File: src/rtl/seq_divider.sv
// seq_divider: multi-cycle restoring divider with a start/busy/done handshake.
// Produces one quotient bit per clock, MSB first, from latched copies of the operands.
//
// Ports:
//   clk_i        system clock, rising edge
//   rst_i        asynchronous active-high reset
//   start_i      division request, taken when no division is iterating
//   dividend_i   DW-bit numerator, latched on an accepted start
//   divisor_i    VW-bit denominator, latched on an accepted start
//   busy_o       high while a division is in progress
//   done_o       one-cycle pulse when quotient/remainder become valid
//   quotient_o   DW-bit result, held until the next accepted start
//   remainder_o  VW-bit result, held until the next accepted start
//   div_zero_o   set with done when the latched divisor was zero
//
// Timing (accepting edge = edge 0, nonzero divisor):
//   edges 1..DW iterate in StRun, the FSM sits in StDone after edge DW, and the results
//   and done pulse are registered out of StDone at edge DW+1. A start seen during the
//   StDone cycle is accepted on that same edge, so back-to-back divisions are DW+1 apart.
module seq_divider #(
  parameter int unsigned DW = 8,
  parameter int unsigned VW = 4
) (
  input  logic          clk_i,
  input  logic          rst_i,
  input  logic          start_i,
  input  logic [DW-1:0] dividend_i,
  input  logic [VW-1:0] divisor_i,
  output logic          busy_o,
  output logic          done_o,
  output logic [DW-1:0] quotient_o,
  output logic [VW-1:0] remainder_o,
  output logic          div_zero_o
);

  localparam int unsigned CW = (DW > 1) ? $clog2(DW) : 1;

  typedef enum logic [1:0] {
    StIdle,
    StRun,
    StDone
  } state_e;

  state_e        state_q;
  logic [VW:0]   part_q;   // partial remainder, one spare bit for the trial shift
  logic [DW-1:0] shift_q;  // unconsumed dividend bits on the left, quotient bits enter on the right
  logic [CW-1:0] cnt_q;
  logic [VW-1:0] dvsr_q;
  logic          busy_q;
  logic          done_q;
  logic          dz_q;
  logic [DW-1:0] quot_q;
  logic [VW-1:0] rem_q;

  logic [VW:0]   trial;
  logic [VW:0]   diff;
  logic          ge;
  logic [VW:0]   part_d;
  logic [DW-1:0] shift_d;
  logic          accept;

  // One restoring step: shift the next dividend bit into the partial remainder and
  // subtract the divisor if it fits.
  always_comb begin
    trial   = {part_q[VW-1:0], shift_q[DW-1]};
    ge      = (trial >= {1'b0, dvsr_q});
    diff    = trial - {1'b0, dvsr_q};
    part_d  = ge ? diff : trial;
    shift_d = {shift_q[DW-2:0], ge};
  end

  assign accept = start_i && (state_q != StRun);

  always_ff @(posedge clk_i or posedge rst_i) begin
    if (rst_i) begin
      state_q <= StIdle;
      part_q  <= '0;
      shift_q <= '0;
      cnt_q   <= '0;
      dvsr_q  <= '0;
      busy_q  <= 1'b0;
      done_q  <= 1'b0;
      dz_q    <= 1'b0;
      quot_q  <= '0;
      rem_q   <= '0;
    end else begin
      done_q <= 1'b0;
      unique case (state_q)
        StIdle: begin
          if (accept) begin
            quot_q <= '0;
            rem_q  <= '0;
            dz_q   <= 1'b0;
          end
        end
        StRun: begin
          part_q  <= part_d;
          shift_q <= shift_d;
          cnt_q   <= cnt_q - CW'(1);
          if (cnt_q == '0) begin
            state_q <= StDone;
          end
        end
        StDone: begin
          // Results are published here even if a new start is taken on this edge.
          done_q <= 1'b1;
          if (dvsr_q == '0) begin
            quot_q <= '1;
            rem_q  <= '1;
            dz_q   <= 1'b1;
          end else begin
            quot_q <= shift_q;
            rem_q  <= part_q[VW-1:0];
            dz_q   <= 1'b0;
          end
          if (!accept) begin
            state_q <= StIdle;
            busy_q  <= 1'b0;
          end
        end
        default: begin
          state_q <= StIdle;
          busy_q  <= 1'b0;
        end
      endcase

      // Operand capture overrides the per-state updates above.
      if (accept) begin
        dvsr_q  <= divisor_i;
        shift_q <= dividend_i;
        part_q  <= '0;
        cnt_q   <= CW'(DW - 1);
        busy_q  <= 1'b1;
        state_q <= (divisor_i == '0) ? StDone : StRun;
      end
    end
  end

  assign busy_o      = busy_q;
  assign done_o      = done_q;
  assign quotient_o  = quot_q;
  assign remainder_o = rem_q;
  assign div_zero_o  = dz_q;

endmodule
File: config.mk
export PLATFORM = sky130hd
export DESIGN_NAME = seq_divider
export DESIGN_NICKNAME = d
export VERILOG_FILES = /design/src/rtl/seq_divider.sv
export SDC_FILE = /design/constraint.sdc
export NUM_CORES = 1
export LEC_CHECK = 0
export ABC_AREA = 1
export BUFFER_PORTS_ARGS = -buffer_cell sky130_fd_sc_hd__clkbuf_2
export CAP_MARGIN = 20
export CORE_UTILIZATION = 45
export DETAILED_ROUTE_END_ITERATION = 8
export GPL_ROUTABILITY_DRIVEN = 0
export GPL_TIMING_DRIVEN = 0
export PLACE_DENSITY = 0.65
export RECOVER_POWER = 50
export REMOVE_ABC_BUFFERS = 1
export SETUP_SLACK_MARGIN = 0.2
export SLEW_MARGIN = 15
export SYNTH_ARGS = -nofsm -noshare
export SYNTH_HDL_FRONTEND = slang
export SYNTH_SLANG_ARGS = --single-unit
File: constraint.sdc
create_clock -name clk_i -period 1.6 [get_ports clk_i]
set_clock_uncertainty 0.1 [all_clocks]
set_input_delay 0.24 -clock clk_i [delete_from_list [all_inputs] [get_ports clk_i]]
set_output_delay 0.24 -clock clk_i [all_outputs]
set_load 0.005 [all_outputs]
# After elaboration in Yosys (flattened, before gate mapping)
# Index checks and enable logic that the tools add are counted.
# op_classes
addsub,2
order_cmp,1
n_eq_ne,6
mux,23
reduce_logical,10
# op_table
op,n
8-bit two-way mux,4
4-bit two-way mux,5
8-bit one-hot mux with 2 select lines,1
4-bit logical NOT,2
4-bit one-hot mux with 2 select lines,1
2-bit two-way mux,3
3-bit two-way mux,2
5-bit by 4-bit >= comparator with 1-bit output,1
1-bit two-way mux,5
"2-bit by 1-bit != test with 1-bit output, second input constant",2
2-bit one-hot mux with 2 select lines,1
2-bit AND reduction,2
2-bit nonzero test,2
4-bit subtractor,1
3-bit logical NOT,1
"3-bit != test, second input constant",1
"3-bit by 1-bit subtractor with 3-bit output, second input constant",1
"2-bit by 1-bit == test with 1-bit output, second input constant",1
"2-bit == test, second input constant",1
2-bit logical NOT,1
"2-bit != test, second input constant",1
1-bit one-hot mux with 2 select lines,1
2-bit OR reduction,1
1-bit logical AND,1
# totals
reg_bits,36
inputBits,15
output_inout_bits,15

# Logic depth before layout (Yosys ltp)
# depth
depth_word,4
ltp_mapped,10
mapped_depth_nobuf,10

# Worst setup path after synthesis
# Ideal clock, no wire load.
# synth_path
kind,reg-to-reg
from,reg shift_q[7]
to,reg part_q[2]
t_arrival_ps,1311
path_slack_ps,72
path_stages_with_launch,9
period_less_slack_ps,1528
cell_sequence,dfrtp_1 -> inv_1 -> ha_1 -> inv_1 -> fa_1 -> xnor2_1 -> nand2_1 -> nand3_1 -> nand2_1
# synth_between
elab_chain_cells,4
elab_cells_between_ends,5
cone_classes,1 x add/sub; 1 x order compare; 3 x mux
# synth_lines
item,line_no,source
"start, declared",46,logic [DW-1:0] shift_q;
"start signal, assigned",98,shift_q <= shift_d;
"start signal, assigned",130,shift_q <= dividend_i;
4-bit subtractor or 5-bit by 4-bit >= comparator with 1-bit output (tied branches),"67, 66",
4-bit two-way mux (*),68,part_d = ge ? diff : trial;
4-bit two-way mux (*),88,unique case (state_q)
4-bit two-way mux (*),128,if (accept) begin
"end signal, assigned",97,part_q <= part_d;
"end, declared",45,logic [VW:0] part_q;
# Mark *: on every way between the ends. The rest lies on a longest branch, timed or not. The select of a mux whose other input is x is not followed.
# A chain may end at the register's enable or synchronous reset.

# Worst setup path after layout
# layout_path
from,reg dvsr_q[0]
to,reg part_q[1]
# layout_between
elab_chain_cells,4
elab_cells_between_ends,5
cone_classes,1 x add/sub; 1 x order compare; 3 x mux
# layout_lines
item,line_no,source
"start, declared",48,logic [VW-1:0] dvsr_q;
"start signal, assigned",129,dvsr_q <= divisor_i;
4-bit subtractor or 5-bit by 4-bit >= comparator with 1-bit output (tied branches),"67, 66",
4-bit two-way mux (*),68,
4-bit two-way mux (*),88,
4-bit two-way mux (*),128,
# Marked as above.

==> metrics.cfg <==
[clocking]
clock_transition_time_at_the_flip_flop_clock_pins_of_the_worst_setup_and_hold_paths_ns = 0.07
clkSinkCount = 36
cts.root.buffer_cell = sky130_fd_sc_hd__clkbuf_8
cts_tree = yes
clock_latency_ns = 0.28
h_tree_lvl_count = 2
number_of_buffers_created_by_cts = 5
cts_buffer_depth = 2

[setup_path]
crit_path_end_kind = flip-flop
critical_path.slowest_cell = sky130_fd_sc_hd__dfrtp_1
cpLargestDelayFamily = adder cells
critical-path-max-stage-delay_ns = 0.43
path_max_fanout = 2
timing.critical_path.from_type = flip-flop
reg2regPathDepth = 7
path_cells = ha_4, inv_2, fa_2, inv_2, nand2_1, nand3_1, nand2_1
class_of_the_most_critical_setup_path = flip-flop to flip-flop
worst_path_buffer_plus_inverter_count = 2
worst-endpoint-arrival_ns = 1.59
worstPathRequired_ns = 1.67
timing.critical_path.depth = 7

[global_route]
grtUsageTotal = 0.1952
grt_pass1_vias = 1376
grt_remaining_overflow = 0
number_of_antenna_violations_at_the_first_check_in_global_routing = 0
grt_start_max_net_pins = 37
grt_pass1_wl_mm = 6.285

[worst_hold_path]
holdPathStages = 3
hp-class = primary input to flip-flop

[logic_synthesis]
ffs_w_async_s_r_synth = 1.000
ys.warnings.count = 0
netlist_instances = 196
yosys_register_bits = 36
number_of_library_cell_types_mapped_by_synthesis = 27
synth.top_cells.by_count = sky130_fd_sc_hd__nand2_1 (63), sky130_fd_sc_hd__dfrtp_1 (36), sky130_fd_sc_hd__inv_1 (20), sky130_fd_sc_hd__nand3_1 (20)
synthesis.area_per_instance_um2 = 9.250
ys_top_cells_by_area = sky130_fd_sc_hd__dfrtp_1 (50%), sky130_fd_sc_hd__nand2_1 (13%), sky130_fd_sc_hd__o221ai_2 (5.8%)
dominantRegCellSynth = sky130_fd_sc_hd__dfrtp_1
yosys.area.top_type_share = 0.4969
netlist.top_cell.by_area = sky130_fd_sc_hd__dfrtp_1
ys_seq_area_frac = 0.4969
yosysMostFrequentCell = sky130_fd_sc_hd__nand2_1
syn_area_um2 = 1813
synth_edf_count = 0

[die]
dieWidth_um = 65.48
start_util = 0.4808
core_area_um2 = 3771
die_h_um = 65.48
floorplan.io_pins = 30
rows = 22
design.die.area_um2 = 4287

[layout]
layout.nets = 264
fill_cells = 345
layout-drive-gt1-share = 0.3868
diode_insertion_count_for_antenna_repair = 0
area_growth_syn_to_layout_pct = 26.85
stdcell_count = 291
fin_util = 0.6098

[flow_run]
drv.max_cap_violation_count = 0

[timing]
min_period_ns = 1.518
timing.final.crit_share = 0.9486
rsz0062_at_grt = true
hold_violations = 0
max_freq_mhz = 658.8
worst-slew-pin-transition_ns = 0.7468
final-max-slew-violation-count = 0
finalSetupViolations = 0
worst_slew_margin_rel = 0.5014

[run_status]
result_of_the_run = finished, final reports clean

[drt]
remaining_design_rule_violation_count = 0
remaining_number_of_nets_flagged_by_the_antenna_check_after_routing = 0
drt-wirelength-per-cell_um = 13.23
totalWireLength_mm = 3.850
routed-via-count = 1425
initialDrtViolationCount = 89
number_of_iterations_in_the_first_detailed_routing_pass = 4
vias_per_cell = 4.897

[placed_design]
dp.cells = 267
dp_hpwl_mm = 2.251
io_buffer_count = 29

[power]
peakVddDrop_mv = 1.211
power.leakage_nw = 1.175
powerDensity_nw_per_um2 = 2188

==> flip-flops by register name, indices dropped and copies added, names as in the netlist <==
signal and cells:
busy_o 1, cnt_q 3, div_zero_o 1, done_o 1
dvsr_q 4, part_q 4, quotient_o 8, remainder_o 4
shift_q 8, state_q 2
==> final cells by class <==
cell class | instances | area (um2) | share of cell area
inverters | 28 | 107.6 | 0.04679
repair buffers | 44 | 256.5 | 0.1115
flip-flops and latches | 36 | 903.4 | 0.3928
well taps | 48 | 60.06 | 0.02612
multi-input cells | 127 | 879.6 | 0.3825
clock inverters | 2 | 10.01 | 0.004353
clock buffers | 6 | 82.58 | 0.03591
==> where the power goes <==
part / internal, mW / total [mW] / switching, mW
clock: 0.343 / 0.652 / 0.309
combinational: 1.26 / 2.83 / 1.57
sequential: 1.31 / 1.55 / 0.245
==> cells in the final DEF (no fill, tap or decap), drive strengths merged <==
cell type	count
xnor2	1
o21ai	8
fa	1
nand3b	1
ha	6
dlygate4sd3	1
clkbuf	35
nand3	20
inv	28
a21oi	3
nand4	2
dfrtp	36
nand2	68
buf	14
or2	1
o221ai	7
o211ai	1
clkinv	2
nor2	8
==> kinds of logic (layout without fill, tap and decap cells) <==
| group | count (synthesis) | count (layout) | share of synthesized area |
|---|---|---|---|
| simple gates | 99 | 100 | 0.2643 |
| compound gates | 19 | 19 | 0.09730 |
| fa+ha+maj | 7 | 7 | 0.05245 |
| buf+inv | 34 | 80 | 0.08420 |
| xor+xnor | 1 | 1 | 0.004832 |
| flops | 36 | 36 | 0.4969 |
==> layer usage <==
layer	track usage	vias to the layer above	wire, um
li1	-	722	-
met1	0.2587	668	1833
met2	0.3235	28	1809
met3	0.04167	7	149
met4	0.04891	0	57
met5	0	-	0
==> worst paths after layout <==
| check | start | to | slack (ns) |
|---|---|---|---|
| max | dvsr_q[0] | part_q[1] | 0.08 |
| min | dividend_i[5] | shift_q[5] | 0.07 |
| max reg2reg | dvsr_q[0] | part_q[1] | 0.08 |
| min reg2reg | remainder_o[0] | remainder_o[0] | 0.38 |
| max in group asynchronous | rst_i | part_q[1] | 0.35 |
| min in group asynchronous | rst_i | done_o | 0.53 |
==> stage by stage <==
stage,hold WS (ns),power (mW),setup slack [ns],cell area (um2),setup TNS [ns]
final,0.06670,5.032,0.08216,2300,0
after global routing,0.07077,5.451,0.02250,2300,0
after CTS,0.06480,4.849,0.1051,2275,0
after detailed placement,0.2995,3.641,-0.2558,1973,-3.190
after global placement,0.3538,3.584,-0.1992,1973,-3.744
after floorplan,0.2566,3.167,0.07131,1768,0
==> what timing repair did <==
item | 4_1_cts | 5_1_grt
pin swaps | 11 | 6
buffers inserted | 14 | 0
hold endpoints to repair | 11 | 0
resized for setup | 21 | 6
cloned | 0 | 1
endpoints found under the setup margin | 32 | 40
hold buffers | 1 | 0
==> worst register-to-register path: stages (launching register included) <==
cell and delay, ns:
sky130_fd_sc_hd__dfrtp_1 0.43, sky130_fd_sc_hd__ha_4 0.18, sky130_fd_sc_hd__inv_2 0.07, sky130_fd_sc_hd__fa_2 0.43, sky130_fd_sc_hd__inv_2 0.06, sky130_fd_sc_hd__nand2_1 0.04
sky130_fd_sc_hd__nand3_1 0.06, sky130_fd_sc_hd__nand2_1 0.05
(Power assumes the default switching activity.)
